[src/rtl/simple_processor_pkg.sv]
// simple_processor_pkg: shared width, opcode constants and FSM state type
// for the 9-bit multi-cycle bus processor.
package simple_processor_pkg;
  localparam int W = 9;
  localparam logic [2:0] OP_MV  = 3'b000;
  localparam logic [2:0] OP_ADD = 3'b001;
  localparam logic [2:0] OP_SUB = 3'b010;
  localparam logic [2:0] OP_MVI = 3'b011;
  typedef enum logic [1:0] {T0, T1, T2, T3} state_t;
endpackage

[src/rtl/simple_processor_top_regn.sv]
// regn: W-bit load-enable register with asynchronous active-low clear.
module regn
  import simple_processor_pkg::*;
(
  input  logic         clk,
  input  logic         rst_n,
  input  logic         en,
  input  logic [W-1:0] d,
  output logic [W-1:0] q
);
  always_ff @(posedge clk or negedge rst_n)
    if (!rst_n) q <= '0;
    else if (en) q <= d;
endmodule

[src/rtl/simple_processor_top.sv]
// simple_processor_top: 9-bit multi-cycle processor; control FSM, bus mux and
// add/sub unit around eight general registers plus IR, A and G.
module simple_processor_top
  import simple_processor_pkg::*;
(
  input  logic         Run,
  input  logic         Resetn,
  input  logic         Clock,
  input  logic [W-1:0] DIN,
  output logic [W-1:0] Bus,
  output logic         Done
);
  state_t       state_q, state_d;
  logic [W-1:0] r_q [8];
  logic [7:0]   r_en;
  logic [W-1:0] ir_q, a_q, g_q, g_d;
  logic         ir_en, a_en, g_en;
  logic [2:0]   op, rx, ry;
  assign op = ir_q[8:6];
  assign rx = ir_q[5:3];
  assign ry = ir_q[2:0];
  assign g_d = (op == OP_SUB) ? a_q - Bus : a_q + Bus;
  always_ff @(posedge Clock or negedge Resetn)
    if (!Resetn) state_q <= T0;
    else state_q <= state_d;
  always_comb begin
    state_d = state_q;
    Bus     = DIN;
    Done    = 1'b0;
    ir_en   = 1'b0;
    a_en    = 1'b0;
    g_en    = 1'b0;
    r_en    = '0;
    case (state_q)
      T0: begin
        ir_en   = Run;
        state_d = Run ? T1 : T0;
      end
      T1: begin
        state_d = T0;
        case (op)
          OP_MV: begin
            Bus      = r_q[ry];
            r_en[rx] = 1'b1;
            Done     = 1'b1;
          end
          OP_MVI: begin
            r_en[rx] = 1'b1;
            Done     = 1'b1;
          end
          OP_ADD, OP_SUB: begin
            Bus     = r_q[rx];
            a_en    = 1'b1;
            state_d = T2;
          end
          default: Done = 1'b1;
        endcase
      end
      T2: begin
        Bus     = r_q[ry];
        g_en    = 1'b1;
        state_d = T3;
      end
      T3: begin
        Bus      = g_q;
        r_en[rx] = 1'b1;
        Done     = 1'b1;
        state_d  = T0;
      end
      default: state_d = T0;
    endcase
  end
  for (genvar i = 0; i < 8; i++) begin : g_r
    regn u_r (.clk(Clock), .rst_n(Resetn), .en(r_en[i]), .d(Bus), .q(r_q[i]));
  end
  regn u_ir (.clk(Clock), .rst_n(Resetn), .en(ir_en), .d(DIN), .q(ir_q));
  regn u_a  (.clk(Clock), .rst_n(Resetn), .en(a_en),  .d(Bus), .q(a_q));
  regn u_g  (.clk(Clock), .rst_n(Resetn), .en(g_en),  .d(g_d), .q(g_q));
endmodule

[config.mk]
export PLATFORM = sky130hd
export DESIGN_NAME = simple_processor_top
export DESIGN_NICKNAME = d
export VERILOG_FILES = /design/src/rtl/simple_processor_pkg.sv /design/src/rtl/simple_processor_top_regn.sv /design/src/rtl/simple_processor_top.sv
export SDC_FILE = /design/constraint.sdc
export NUM_CORES = 1
export LEC_CHECK = 0
export ABC_CLOCK_PERIOD_IN_PS = 4700
export BUFFER_PORTS_ARGS = -buffer_cell sky130_fd_sc_hd__buf_2
export CAP_MARGIN = 10
export CORE_MARGIN = 2
export CORE_UTILIZATION = 60
export CTS_CLUSTER_SIZE = 12
export DETAILED_ROUTE_END_ITERATION = 10
export GPL_TIMING_DRIVEN = 0
export PLACE_DENSITY = 0.76
export SYNTH_ARGS = -nofsm -noshare
export SYNTH_HDL_FRONTEND = slang
export SYNTH_SLANG_ARGS = --single-unit
[constraint.sdc]
create_clock -name Clock -period 4.7 [get_ports Clock]
set_input_delay 0.94 -clock Clock [delete_from_list [all_inputs] [get_ports Clock]]
set_output_delay 0.94 -clock Clock [all_outputs]
set_load 0.01 [all_outputs]
Word level (Yosys, flattened, before mapping)
Index checks and enable logic that the tools add are counted.
{ "word_totals": {"elab_cells": 53, "regBits": 101, "out_inout_bits": 10} }
{ "op_classes": {"order_cmp": 4, "eq_ne": 6, "n_bitwise": 2, "n_reduce_logical": 5, "mux": 22, "addsub": 2} }
{ "ops": {"columns": ["op", "n"], "rows": [
  ["binary-select mux 9 bit (select 3 bit)", 2],
  ["two-way mux 9 bit", 5],
  ["one-hot mux 9 bit (3 select lines)", 1],
  ["one-hot mux 9 bit (2 select lines)", 1],
  ["one-hot mux 8 bit (2 select lines)", 1],
  ["adder 9 bit", 1],
  ["subtractor 9 bit", 1],
  [">= comparator 4 bit, second input constant", 2],
  ["two-way mux 8 bit", 1],
  ["NOT 3 -> 4 bit", 2],
  ["one-hot mux 2 bit (4 select lines)", 1],
  ["two-way mux 1 bit", 7],
  ["== test 3 x 2 -> 1 bit, second input constant", 2],
  ["== test 2 bit, second input constant", 2],
  ["less-than comparator 3 x 4 -> 1 bit, second input constant", 1],
  ["OR reduction 2 bit", 2],
  ["demux 1 bit (select 3 bit)", 1],
  ["== test 3 x 1 -> 1 bit, second input constant", 1],
  [">= comparator 3 x 1 -> 1 bit, second input constant", 1],
  ["logical NOT 3 bit", 1],
  ["== test 2 x 1 -> 1 bit, second input constant", 1],
  ["logical NOT 2 bit", 1],
  ["two-way mux 2 bit", 1],
  ["one-hot mux 1 bit (2 select lines)", 1],
  ["logical AND 1 bit", 1]
]} }

Longest topological paths before layout
Gate-level depths: netlist (run 1).
{ "logic_depth": {"word_depth": 8, "mapped_depth": 20} }

Hierarchy
Synthesis (run 1) repeated with hierarchy kept, for this count alone.
{ "hier_totals": {"cells_unflattened": 496, "hier_area_um2": 6493.7} }
{ "by_module_without_submodules": {"columns": ["mod", "seq_area_each_um2", "cells_each", "area_each_um2", "instances"], "rows": [
  ["regn", 225.2, 19, 371.6, 11],
  ["simple_processor_top", 50.0, 287, 2406.1, 1]
]} }

Worst setup path after synthesis (run 1)
Ideal clock, no wire load.
{ "synth_timing": {"path_kind": "flip-flop to flip-flop", "startpoint": "reg u_ir.q[0]", "endpoint": "reg u_g.q[8]", "setup_ps": 76, "synth_period_minus_slack_ps": 4084, "arrival_ps": 4008, "stages_incl_launch_ff": 19, "required_time_ps": 4624, "setup_slack_ps": 616, "path_buffers": 2, "cell_sequence": "dfrtp_1 -> buf_2 -> buf_4 -> mux4_2 -> mux2_2 -> nand3_1 -> a32oi_1 -> inv_1 -> ha_1 -> a21oi_1 -> fa_1 -> a21oi_1 -> nor2_1 -> nor2_1 -> o21ai_0 -> o41ai_1 -> xnor3_1 -> xor2_1 -> o21ai_1"} }
{ "synth_via": {"elab_chain_cells": 8, "word_cells_on_any_way": 9} }
{ "synth_rtl": {"columns": ["item", "line", "source"], "rows": [
  ["from (decl)", "simple_processor_top_regn.sv:9", "output logic [W-1:0] q"],
  ["from (signal assigned)", "simple_processor_top_regn.sv:12", "if (!rst_n) q <= '0;"],
  ["from (signal assigned)", "simple_processor_top_regn.sv:13", "else if (en) q <= d;"],
  ["NOT 3 -> 4 bit (implied by the code) (*)", "simple_processor_top.sv:43, simple_processor_top.sv:60", null],
  ["binary-select mux 9 bit (select 3 bit) (*)", "simple_processor_top.sv:43, simple_processor_top.sv:60", null],
  ["two-way mux 9 bit (implied by the code) (*) (2 in series)", "simple_processor_top.sv:43, simple_processor_top.sv:60", null],
  ["one-hot mux 9 bit (2 select lines)", "simple_processor_top.sv:41", "case (op)"],
  ["one-hot mux 9 bit (3 select lines) (*)", "simple_processor_top.sv:34", "case (state_q)"],
  ["net Bus[0]", "simple_processor_top.sv:10", "output logic [W-1:0] Bus,"],
  ["adder 9 bit or subtractor 9 bit (tied branches)", "simple_processor_top.sv:22", "assign g_d = (op == OP_SUB) ? a_q - Bus : a_q + Bus;"],
  ["two-way mux 9 bit (*)", "simple_processor_top.sv:22", null],
  ["to (signal assigned)", "simple_processor_top_regn.sv:12", null],
  ["to (signal assigned)", "simple_processor_top_regn.sv:13", null],
  ["to (decl)", "simple_processor_top_regn.sv:9", null]
]} }
Mark *: on every way through the listed nets, which the timed path passes. The rest lies on a longest branch. The select of a mux whose other input is x is not followed.
A chain may end at the register's enable or synchronous reset.

Final worst setup path (run 1)
{ "layout_timing": {"startpoint": "reg u_ir.q[3]", "endpoint": "reg u_g.q[8]"} }
{ "layout_via": {"elab_chain_cells": 8, "word_cells_on_any_way": 9} }
{ "layout_rtl": {"columns": ["item", "line", "source"], "rows": [
  ["NOT 3 -> 4 bit (implied by the code) (*)", "simple_processor_top.sv:52", "Bus = r_q[rx];"],
  ["binary-select mux 9 bit (select 3 bit) (*)", "simple_processor_top.sv:52", null],
  ["two-way mux 9 bit (implied by the code) (*) (2 in series)", "simple_processor_top.sv:52", null],
  ["one-hot mux 9 bit (2 select lines) (*)", "simple_processor_top.sv:41", null],
  ["one-hot mux 9 bit (3 select lines) (*)", "simple_processor_top.sv:34", null],
  ["adder 9 bit or subtractor 9 bit (tied branches)", "simple_processor_top.sv:22", null],
  ["two-way mux 9 bit (*)", "simple_processor_top.sv:22", null]
]} }
Every way passes the cells marked *; elsewhere a longest branch is shown, timed or not. The select of a mux whose other input is x is not followed.

==> out/qor.yml, run 1 <==
status:
  status: "finished, final reports clean"
sta:
  fin_crit_sh_pct: 94.85
  maxSlewViolCount: 0
  hold_viol: 0
  fmax_mhz: 224.3
  tightest_slew_ps: 1325
  fin_crit_ps: 4458
  whs_ps: 493.3
  fin_ws_ps: 241.9
  fin_worst_skew_ps: 10.85
  slew_headroom_pct: 11.36
  setup_viol: 0
  rsz0062_at_grt: "false"
global_route:
  grt_pass1_wl_mm: 24.32
  grt_max_degree: 57
  antenna_found_initial: 0
  grt_pass1_vias: 4463
  grt-ovfl-total: 0
  grt_usage_pct: 31.76
synth:
  synth_seq_cells: 101
  synth_ff_type: "dfrtp_1"
  syn_inst: 528
  synth_area_leaders: "dfrtp_1, mux2_2, mux4_2"
  synth_warnings: 0
  syn-cell-area_um2: 5831
  synth-seq-area-share_pct: 43.35
  yosysUniqueCellTypes: 61
  syn_area_per_cell_um2: 11.04
  synthDominantCellAreaShare_pct: 43.35
  synth_nets: 550
  yosysTopAreaCell: "dfrtp_1"
  synth_edf_count: 0
  synthArstFlopShare_pct: 100.0
floorplan:
  dieHeight_um: 102.6
  start_util_pct: 62.51
  rows: 35
  die_w_um: 102.6
  core_region_area_um2: 9328
  dieArea_um2: 10520
  io_pins: 22
cts:
  clkLatencyLatePin_ps: 390
  root_buffer: "clkbuf_8"
  cts_tree: "built"
  clkTransAtPathRegs_ps: 110
  cts_sinks: 101
  cts_hold_buf: 0
  cts_max_level: 3
  cts_max_path_buffers: 2
  cts_made_buffers: 9
critical_path:
  arrival_ps: 4730
  endpoint_kind: "register"
  crit_start: "u_ir.q[3]"
  timing.rr.start: "u_ir.q[3]"
  cpMostUsedCell: "nor2_1"
  worstSetupPathType: "reg -> reg"
  crit_path_max_incr_delay_ps: 450
  cp-start-kind: "register"
  cpLargestDelayFamily: "compound AO/OA/AOI/OAI gates"
  path_cells: "clkbuf_4, clkinv_1, a221o_1, a22oi_1, o311ai_4, clkbuf_1, xnor2_1, ha_1, inv_1, nor2_1, nor2_1, o21ai_0, o41ai_2, xnor3_1, xor2_1, o21ai_1"
  crit_required_ps: 4970
  cp.buffers_inverters: 4
  crit_path_max_fanout: 10
  critical_path.slowest_cell: "o41ai_2"
cells_and_area:
  fin_util_pct: 68.88
  multi_input_area_um2: 3115
  regArea_um2: 2529
  areaGrowthSynthToFinish_pct: 10.19
  final_nets: 584
  final_layout_size_suffix_gt1_share_pct: 30.16
  num_antenna_cells: 0
  fill_cells: 713
route:
  wl_met2_mm: 7.228
  ant_nets: 0
  drt-met1-wl_mm: 6.485
  wl_met3_mm: 1.330
  dr.first_iter.drc_count: 367
  viasPerCell: 6.478
  drc: 0
  route.detailed.wl_per_inst_um: 22.44
  first_pass_iters: 5
  top_layer: "met4"
  wl_mm: 15.62
  num_vias: 4509
placed_design:
  place_hpwl_mm: 11.28
  port_buffers: 21
  finalWeightedCongestion: 0.9651
  dp_slack_ps: -550.0
flow_run:
  max_cap_violations: 0
min_path:
  hp-class: "reg -> reg"
  hp-start: "u_g.q[6]"
## layout make-up
class | count | area share, %
inverter | 15 | 0.8763
timing repair buffer | 24 | 2.337
multi-input combinational | 373 | 48.49
buffer | 38 | 3.330
sequential | 101 | 39.36
tap | 129 | 2.512
clock buffer | 9 | 1.928
clock inverter | 7 | 1.168
## flip-flops by register name, summed over array words and instances, names as in the netlist, named ones only
register / count
g_r.u_r.q: 72
u_a.q: 9
u_g.q: 9
u_ir.q: 9
state_q: 1
## synth_stat cells, types with 3 or more instances
library cell and n:
a21oi_1 16, inv_1 13, a221oi_1 5, or3_1 3
dfrtp_1 101, buf_2 11, o21ai_0 38, mux4_2 23
nor2_1 39, a22oi_1 4, nor2b_1 4, mux2_2 70
o21ai_1 3, nand2_1 52, clkbuf_1 22, o31ai_1 4
nand3_1 7, and3_1 4, xnor2_1 7, o211ai_1 3
a31oi_1 3, ha_1 9, buf_6 3, mux2i_1 17
nor3_1 10, xor2_1 5, nand2b_1 7, a32oi_1 4
## path summary, 6_finish.rpt
check                                  end  slack [ps]  cells past startpoint
setup / recovery                  u_g.q[8]         240                     16
hold / removal                    u_g.q[6]         490                      2
setup reg to reg                  u_g.q[8]         240                     16
hold reg to reg                   u_g.q[6]         490                      2
max in group asynchronous  g_r[3].u_r.q[6]        3440                      2
min in group asynchronous  g_r[1].u_r.q[3]         560                      1
## what timing repair did
item | in CTS | in global routing
resized for setup | 4 | 27
buffers inserted | 0 | 2
pin swaps | 0 | 4
endpoints found under the setup margin | 2 | 3
## tightest hold or removal path: cells and delay by family (launching register included)
kind	cells	cell delay (ps)
compound gates	1	60
flops	1	360
simple gates	1	50
## cell families after synthesis
kind of cell	after synthesis	synth area share [%]
and+or+nand+nor	136	10.69
muxes	111	25.77
AOI/OAI and AO/OA	103	11.50
DFF	101	43.35
buffers and inverters	54	4.227
xor gates and xnor gates	13	2.189
adders and majority gates	10	2.275
## layer usage
layer  track usage [%]  up-vias
met5                 0        -
met4             14.67        0
met1             43.39     2238
met2             47.91      221
met3             8.407       52
li1                  -     1998
## metrics by stage
| step | setup TNS [ps] | instance area, um2 | instances |
|---|---|---|---|
| after floorplan | 0 | 5831 | 528 |
| after global placement | -435.9 | 6097 | 678 |
| after detailed placement | -860.7 | 6127 | 679 |
| after CTS | 0 | 6355 | 695 |
| after global routing | 0 | 6425 | 696 |
| final | 0 | 6425 | 696 |
## cells in the final DEF (no fill, tap or decap), drive strengths merged, types with 3 or more instances in the layout
master / netlist / final
o21ai: 42 / 42
a22oi: 4 / 4
xnor2: 7 / 7
a31oi: 3 / 3
nand2: 52 / 52
dfrtp: 101 / 101
nor2: 40 / 40
a32oi: 4 / 4
or3: 3 / 3
clkinv: 2 / 4
a21oi: 17 / 17
buf: 17 / 37
nand2b: 7 / 7
nor2b: 4 / 4
ha: 9 / 9
o31ai: 4 / 4
clkinvlp: 0 / 3
nand3: 7 / 7
a221oi: 5 / 5
xor2: 5 / 5
mux4: 24 / 24
and3: 4 / 4
clkbuf: 22 / 34
mux2i: 17 / 17
inv: 13 / 14
mux2: 70 / 70
nor3: 11 / 11
o211ai: 3 / 3
Power of run 1 is left out: the tool's default activity adds up to more than one toggle a clock period on the data nets, which glitch-free logic cannot reach.
==> inputs of run 2 (changes only) <==
Settings changed: ABC_CLOCK_PERIOD_IN_PS 4700 to 3700, CORE_UTILIZATION 60 to 56, PLACE_DENSITY 0.76 to 0.74.
Clock period 4.7 ns to 3.7 ns, I/O delays scaled along.
==> out/qor.yml, run 2 (synthesized netlist as in run 1, its figures left out) <==
route:
  first_pass_iters: 5  # unchanged
  viasPerCell: 6.499  # +0.31%
  route.detailed.wl_per_inst_um: 23.39  # +4.3%
  drc: 0  # unchanged
  num_vias: 4731  # +4.9%
  dr.first_iter.drc_count: 399  # +8.7%
  ant_nets: 0  # unchanged
  wl_mm: 17.03  # +9.0%
floorplan:
  dieArea_um2: 11240  # +6.9%
  start_util_pct: 56.99  # -5.5 points
  die_w_um: 106.0  # +3.4%
  rows: 37  # +5.7%
  dieHeight_um: 106.0  # +3.4%
  io_pins: 22  # unchanged
  core_region_area_um2: 10230  # +9.7%
global_route:
  antenna_found_initial: 0  # unchanged
  grt_pass1_vias: 4564  # +2.3%
  grt_pass1_wl_mm: 26.57  # +9.2%
  grt_max_degree: 73  # +28%
  grt_usage_pct: 31.93  # +0.16 points
  grt-ovfl-total: 0  # unchanged
cts:
  cts_max_path_buffers: 2  # unchanged
  cts_max_level: 3  # unchanged
  cts_sinks: 101  # unchanged
  clkLatencyLatePin_ps: 380  # about the same
  clkTransAtPathRegs_ps: 100  # about the same
  cts_tree: "built"
  root_buffer: "clkbuf_8"
  cts_made_buffers: 9  # unchanged
critical_path:
  endpoint_kind: "register"
  critical_path.slowest_cell: "mux4_2"
  cp-start-kind: "register"
  crit_path_max_fanout: 4  # -6
  worstSetupPathType: "reg -> reg"
  path_cells: "buf_6, buf_12, mux4_2, mux2_4, mux2i_4, a32oi_4, buf_6, nor3_4, buf_4, buf_4, a31oi_1, xnor2_1, ha_1, nor2_1, nor2_1, o41ai_4, xnor3_1, xor2_1, o21ai_1"
  crit_required_ps: 3950  # -1020 ps
  arrival_ps: 4050  # -680 ps
  crit_path_max_incr_delay_ps: 480  # +30 ps
cells_and_area:
  fill_cells: 761  # +6.7%
  final_nets: 610  # +4.5%
  mostFrequentLayoutCells: "dfrtp_1, mux2_2, nand2_1"
  num_antenna_cells: 0  # unchanged
  layout_commonest_cell: "dfrtp_1"
  top_register: "g_r.u_r.q"
  fin_area_um2: 6868  # +6.9%
  final_layout_size_suffix_gt1_share_pct: 38.68  # +8.5 points
  regArea_um2: 2529  # unchanged
  multi_input_area_um2: 3291  # +5.6%
  fin_cells: 728  # +4.6%
  areaGrowthSynthToFinish_pct: 17.79
  largest_register_ffs: 72  # unchanged
sta:
  slew_headroom_pct: 16.27  # +4.9 points
  setup_viol: 2  # +2
  rsz0062_at_grt: "true"
  fin_ws_ps: -99.25  # -341.2 ps
  setup_tns_ps: -116.5  # -116.5 ps
  tightest_slew_ps: 1251  # -73.41 ps
  hold_viol: 0  # unchanged
  fmax_mhz: 263.2  # +17%
  fin_crit_ps: 3799  # -658.8 ps
  maxSlewViolCount: 0  # unchanged
  fin_worst_skew_ps: 10.02  # -0.8362 ps
  fin_crit_sh_pct: 102.7  # +7.8 points
placed_design:
  port_buffers: 21  # unchanged
  dp_slack_ps: -1037  # -487.4 ps
  post_dp_cell_area_um2: 6182  # +0.90%
  dpl.cell_count: 686  # +1.0%
  finalWeightedCongestion: 0.9174  # -4.9%
  place_hpwl_mm: 11.86  # +5.1%
status:
  status: "finished, violations left"
  failed_checks: "setup timing"
min_path:
  hp-class: "in -> async"
flow_run:
  max_cap_violations: 0  # unchanged
[run 2: cell type report]
cell class,instances,area share [%]
inverter,15,0.9109
tap,136,2.478
buffer,38,4.154
multi-input combinational,373,47.91
sequential,101,36.82
timing repair buffer,50,5.192
clock inverter,4,0.4737
clock buffer,11,2.059
[run 2: through the flow]
| step | utilization, % | hold slack [ps] |
|---|---|---|
| floorplan | - | 440.3 |
| global placement | 60.13 | 476.4 |
| detailed placement | 60.43 | 483.0 |
| CTS | 65.64 | 301.0 |
| global route | 67.13 | 311.7 |
| finish | 67.13 | 290.1 |
[run 2: critical path, delay by kind of cell, from the launching register on]
| kind | cells | cell delay (ps) |
|---|---|---|
| XOR/XNOR | 3 | 520 |
| multiplexers | 3 | 970 |
| AO/OA/AOI/OAI | 4 | 410 |
| adder cells (fa/ha/maj) | 1 | 320 |
| buffers and inverters | 5 | 640 |
| AND/OR/NAND/NOR | 3 | 450 |
| flip-flops | 1 | 350 |
[run 2: worst paths after layout]
kind / end / depth (start not counted) / slack (ps) / from
hold / removal: g_r[1].u_r.q[3] / 1 / 290 / Resetn
max in group asynchronous: g_r[7].u_r.q[7] / 2 / 2730 / Resetn
hold reg to reg: u_g.q[8] / 2 / 510 / u_g.q[8]
setup / recovery: u_g.q[8] / 19 / -100 / u_ir.q[0]
setup reg to reg: u_g.q[8] / 19 / -100 / u_ir.q[0]
min in group Clock: u_g.q[8] / 2 / 510 / u_g.q[8]
[run 2: timing repair]
item,CTS,global route
pin swaps,15,12
buffers inserted,20,7
hold buffers,0,0
setup endpoints to repair,8,7
endpoints found under the hold margin,0,0
resized for setup,61,26
[run 2: layer usage]
metal  vias up  global-route usage, %  routed length, um
met5         -                      0                  0
met4         0                  13.82                624
met3        48                  5.763               1257
met2       210                  47.93               7973
met1      2426                  45.88               7176
li1       2047                      -                  -
Power of run 2 is left out for the same reason.
